File: src/rtl/game_screen_compositor.sv
// Game screen compositor: START/PLAY/WIN/LOSE screen FSM, prioritised sprite
// layer mux with border and camera background, and a per-transition fade-in.
// Pixel path is a fixed two-stage pipeline (select, then fade) with matching
// coordinate delay. The state outputs come straight from the state register.
module game_screen_compositor #(
    parameter int          N_LAYERS     = 6,
    parameter int          HEALTH_W     = 3,
    parameter int          FADE_STEPS   = 4,
    parameter int          BORDER_X     = 960,
    parameter int          BORDER_Y     = 640,
    parameter logic [31:0] START_CODE_A = 32'h20DF_5BA4,
    parameter logic [31:0] START_CODE_B = 32'h20DF_5AA5,
    parameter logic [31:0] RESTART_CODE = 32'h20DF_10EF
) (
    input  logic                     clk_in,
    input  logic                     rst_in,
    input  logic [10:0]              hcount_in,
    input  logic [9:0]               vcount_in,
    input  logic                     nf_in,
    input  logic [31:0]              ir_in,
    input  logic                     attack_valid_in,
    input  logic [HEALTH_W-1:0]      player_health_in,
    input  logic [HEALTH_W-1:0]      opponent_health_in,
    input  logic [24*N_LAYERS-1:0]   layer_pixels_in,
    input  logic [N_LAYERS-1:0]      layer_valid_in,
    input  logic                     camera_en_in,
    input  logic [23:0]              camera_pixel_in,
    input  logic [23:0]              start_pixel_in,
    input  logic [23:0]              win_pixel_in,
    input  logic [23:0]              lose_pixel_in,
    output logic [23:0]              pixel_out,
    output logic [10:0]              hcount_out,
    output logic [9:0]               vcount_out,
    output logic [1:0]               game_state_out,
    output logic                     play_active_out
);

    typedef enum logic [1:0] {
        S_START = 2'd0,
        S_PLAY  = 2'd1,
        S_WIN   = 2'd2,
        S_LOSE  = 2'd3
    } state_t;

    localparam logic [2:0]  FADE_LOAD = 3'(FADE_STEPS);
    localparam logic [10:0] BORDER_H  = 11'(BORDER_X);
    localparam logic [9:0]  BORDER_V  = 10'(BORDER_Y);

    state_t      state_q, state_d;
    logic        ever_attack_q, ever_attack_d;
    logic [2:0]  fade_cnt_q, fade_cnt_d;

    logic [23:0] layer_pixel;
    logic        layer_hit;
    logic        on_border;
    logic [23:0] sel_pixel;

    logic [23:0] s1_pixel;
    logic [2:0]  s1_fade;
    logic [10:0] s1_hcount;
    logic [9:0]  s1_vcount;

    // Control state: screen, attack-seen flag and fade counter.
    always_ff @(posedge clk_in or posedge rst_in) begin
        if (rst_in) begin
            state_q       <= S_START;
            ever_attack_q <= 1'b0;
            fade_cnt_q    <= 3'd0;
        end else begin
            // NOTE: non-blocking so every register samples pre-edge values.
            state_q       <= state_d;
            ever_attack_q <= ever_attack_d;
            fade_cnt_q    <= fade_cnt_d;
        end
    end

    // Next-state, attack tracking and fade counter update.
    always_comb begin
        // NOTE: hold-current defaults first so no path leaves a latch behind.
        state_d       = state_q;
        ever_attack_d = ever_attack_q;
        fade_cnt_d    = fade_cnt_q;

        unique case (state_q)
            S_START: begin
                if (ir_in == START_CODE_A || ir_in == START_CODE_B)
                    state_d = S_PLAY;
            end
            S_PLAY: begin
                // Uses the registered flag: an attack lands one cycle later.
                if (ever_attack_q && player_health_in == '0 && opponent_health_in != '0)
                    state_d = S_LOSE;
                else if (ever_attack_q && opponent_health_in == '0 && player_health_in != '0)
                    state_d = S_WIN;
            end
            S_WIN, S_LOSE: begin
                if (ir_in == RESTART_CODE)
                    state_d = S_START;
            end
        endcase

        if (state_q == S_PLAY && attack_valid_in)
            ever_attack_d = 1'b1;
        if (state_d == S_START && state_q != S_START)
            ever_attack_d = 1'b0;

        // A screen change reloads the fade and wins over a same-cycle frame tick.
        if (state_d != state_q)
            fade_cnt_d = FADE_LOAD;
        else if (nf_in && fade_cnt_q != 3'd0)
            fade_cnt_d = fade_cnt_q - 3'd1;
    end

    // Highest-priority opaque layer: scan downward so the lowest index wins.
    always_comb begin
        layer_pixel = '0;
        layer_hit   = 1'b0;
        for (int k = N_LAYERS - 1; k >= 0; k--) begin
            if (layer_valid_in[k]) begin
                layer_pixel = layer_pixels_in[24*k +: 24];
                layer_hit   = 1'b1;
            end
        end
    end

    assign on_border = (hcount_in == BORDER_H && vcount_in <= BORDER_V) ||
                       (vcount_in == BORDER_V && hcount_in <= BORDER_H);

    // Screen-dependent source select.
    always_comb begin
        sel_pixel = '0;
        unique case (state_q)
            S_START: sel_pixel = start_pixel_in;
            S_WIN:   sel_pixel = win_pixel_in;
            S_LOSE:  sel_pixel = lose_pixel_in;
            S_PLAY: begin
                if (on_border)
                    sel_pixel = 24'hFFFFFF;
                else if (layer_hit)
                    sel_pixel = layer_pixel;
                else if (camera_en_in)
                    sel_pixel = camera_pixel_in;
            end
        endcase
    end

    // Stage 1: register selected pixel, its fade depth and coordinates.
    always_ff @(posedge clk_in or posedge rst_in) begin
        if (rst_in) begin
            s1_pixel  <= '0;
            s1_fade   <= '0;
            s1_hcount <= '0;
            s1_vcount <= '0;
        end else begin
            s1_pixel  <= sel_pixel;
            s1_fade   <= fade_cnt_q;
            s1_hcount <= hcount_in;
            s1_vcount <= vcount_in;
        end
    end

    // Stage 2: halve each channel once per remaining fade step.
    always_ff @(posedge clk_in or posedge rst_in) begin
        if (rst_in) begin
            pixel_out  <= '0;
            hcount_out <= '0;
            vcount_out <= '0;
        end else begin
            pixel_out  <= {s1_pixel[23:16] >> s1_fade,
                           s1_pixel[15:8]  >> s1_fade,
                           s1_pixel[7:0]   >> s1_fade};
            hcount_out <= s1_hcount;
            vcount_out <= s1_vcount;
        end
    end

    assign game_state_out  = state_q;
    assign play_active_out = (state_q == S_PLAY);

endmodule

File: config.mk
export PLATFORM = sky130hd
export DESIGN_NAME = game_screen_compositor
export DESIGN_NICKNAME = d
export VERILOG_FILES = /design/src/rtl/game_screen_compositor.sv
export SDC_FILE = /design/constraint.sdc
export NUM_CORES = 1
export LEC_CHECK = 0
export CAP_MARGIN = 5
export CORE_AREA = 2 2 141 143
export DETAILED_ROUTE_END_ITERATION = 16
export DIE_AREA = 0 0 143 145
export PLACE_DENSITY = 0.66
export SLEW_MARGIN = 20
export SYNTH_ARGS = -nofsm -noshare
export SYNTH_HDL_FRONTEND = slang
export SYNTH_SLANG_ARGS = --single-unit
export TNS_END_PERCENT = 1
File: constraint.sdc
create_clock -name clk_in -period 4.9 [get_ports clk_in]
set_input_delay 1.225 -clock clk_in [delete_from_list [all_inputs] [get_ports clk_in]]
set_output_delay 1.225 -clock clk_in [all_outputs]
set_load 0.01 [all_outputs]
==> run metrics <==
Placer Congestion=0.897; DR WL/cell=19.8 µm; RSZ-0062 raised after global routing=no; P_leak=3.78 nW; detailed-placement wirelength estimate=19400 µm; number of global-route vias before repair=6126; final worst path period need=3.51 ns; r2r startpoint=game_state_out[1]; CTS tree=done; Die W=143 µm; Iter 0 DRT Violations=404; Post-Syn Instances=616; post_cts resized=0; gr usage total=22.6%; layout cells sized above 1=4.01%; row cnt=51; TritonCTS Buffers=9; Worst setup SP type=input pin; Pins Over Slew Limit=0; Post-CTS Hold Buffers=0; Hold Path Origin=s1_hcount[2]; CTS Sinks=99; Post-Syn Area=5520 µm²; Synth async-reset ratio=100%; largest net degree at the start of global routing=81; Main synth FF type=dfrtp_1; Clk pin slew, worst setup/hold paths=0.08 ns; die area=20700 µm²; Mapped Nets=928; Pwr Density=285 nW/µm²; Final ANT Viol Nets=0; max_cap viols=0; vias per inst=5.07; final hold slack=0.341 ns; Setup crit end kind=register; Crit. Startpoint=layer_valid_in[5]; DR DRC count=0; Detailed Route WL=24000 µm; die height=145 µm; status=finished clean; post-synthesis sequential area ratio=44.9%; Area Growth Syn to Fin=74.5%; first-pass GRT wire length=35900 µm; # diodes=0; EDFF count, synth=0; nets=1255; Setup Buffers After CTS=0; Avg Cell Area, Syn=8.95 µm²; Hold/Removal Path Class=reg2reg; Starting Density=28.7%; Overflow after GRT=0; Hold Violations, Final=0; Via Count=6146; Clock Skew=0.0125 ns; #FFs+latches synth=99; io pins=358; CTS root buffer=clkbuf_16; worst-margin pin slew=1.12 ns; Distinct cells, synth=41; count of buffers from port buffering=357; H-tree Lvls=3; CORE AREA=19200 µm²; worst skew pair latency=0.35 ns; Ys Warns=0; initial antenna violation count=0; setup_tns=0 ns; crit share post-route=71.7%; worst path arrival time=3.76 ns; Final setup viols=0; Max transition margin=25.5%; Initial DRT Pass Iterations=5; Crit Path Max Fanout=24; Power Total=2.75 mW; clk buf depth=2; Max Clk Rate=285 MHz; Worst Setup Path Type=in2reg; Worst VDD drop=0.190 mV; required time worst endpoint=5.15 ns
-- cells in the final DEF (no fill, tap or decap), drive strengths merged, types with 5 or more instances in the layout --
master	synthesis	routed
a2111oi	18	18
a211oi	8	8
a21oi	35	35
a221oi	29	29
a22oi	37	37
a31oi	9	9
and2	9	9
buf	8	12
clkbuf	45	9
clkdlybuf4s50	0	357
clkinv	1	5
dfrtp	99	99
inv	11	14
mux2	6	6
mux2i	21	21
nand2	58	58
nand2b	5	5
nor2	46	46
nor2b	32	32
nor3	25	25
nor4	6	6
o21ai	57	57
o22ai	17	17
o31ai	5	5
-- cells in the mapped netlist, drive strengths merged (2+ instances only) --
cell type  count  share of area (%)
mux2i         21                3.8
a2111oi       18                2.9
inv           11               0.75
nand4          3               0.34
or4            2               0.27
o31ai          5               0.68
nand4b         2               0.32
and2           9                1.0
dfrtp         99                 45
o21ai         57                5.2
nor2          46                3.1
ha             2               0.45
a211o          3               0.48
a21oi         35                3.2
nand2         58                3.9
xor2           2               0.32
a22oi         37                5.0
nor4b          2               0.32
a211oi         8                1.1
nand3          3               0.27
clkbuf        45                3.1
or3            3               0.34
nor4           6               0.79
buf            8                1.0
o22ai         17                1.9
and4b          2               0.36
a31oi          9                1.0
mux2           6                1.2
nand2b         5               0.57
nor3          25                2.3
nor2b         32                3.6
a221oi        29                4.6
-- area by class of cell --
cell class                      count  area [µm²]
Timing Repair Buffer              369        3680
Multi-Input combinational cell    452        2780
Clock inverter                      7        88.8
Sequential cell                    99        2480
Fill cell                        1817        9580
Tap cell                          265         332
Inverter                           12        47.5
Clock buffer                        9         225
-- critical path: stages --
cell and delay, ns:
clkdlybuf4s50_1 0.57, nor2b_2 0.89, a221oi_1 0.17, nor3_1 0.43
a2111oi_0 0.22, a22oi_1 0.25
-- cell families (layout without fill, tap and decap cells) --
| family | Yosys count | count (layout) | synth area share [%] |
|---|---|---|---|
| compound gates | 219 | 219 | 26.2 |
| xor+xnor | 3 | 3 | 0.476 |
| flops | 99 | 99 | 44.9 |
| simple gates | 201 | 201 | 18.0 |
| fa+ha+maj | 2 | 2 | 0.454 |
| buf+inv | 65 | 397 | 4.90 |
| mux | 27 | 27 | 5.04 |
-- worst paths after layout --
check	end	slack, ns	depth (start not counted)
hold / removal	hcount_out[2]	0.34	0
max in group asynchronous	s1_hcount[1]	2.97	3
setup / recovery	s1_pixel[20]	1.39	6
hold reg to reg	hcount_out[2]	0.34	0
setup reg to reg	s1_pixel[14]	1.94	6
min in group asynchronous	hcount_out[9]	1.28	2
-- through the flow --
stage	utilization [%]	std cells	worst slack, ns	area [µm²]
after CTS	50.0	1212	1.53	9610
after detailed placement	48.4	1196	1.15	9290
after global routing	50.1	1213	1.32	9630
final	50.1	1213	1.39	9630
after global placement	48.4	1196	1.16	9290
after floorplan	-	616	1.08	5520
-- sequential cells by signal, indices dropped and copies added (netlist names) --
register	count
ever_attack_q	1
game_state_out	2
s1_hcount	11
fade_cnt_q	3
s1_pixel	24
vcount_out	10
pixel_out	24
hcount_out	11
s1_fade	3
s1_vcount	10
-- routing by layer --
layer | track usage [%] | vias up | share of wire, %
met5 | 0 | - | 0
met4 | 4.90 | 0 | 1.8
met3 | 4.39 | 28 | 6.4
met2 | 37.5 | 270 | 49
met1 | 30.4 | 2892 | 43
li1 | - | 2956 | -
-- report_power, final --
group	internal, mW	leakage (nW)	switching (mW)
logic	0.571	2.44	0.406
clock network	0.367	0.152	0.350
registers	0.941	1.19	0.111
Note: power is estimated with default switching activity, not from simulation.
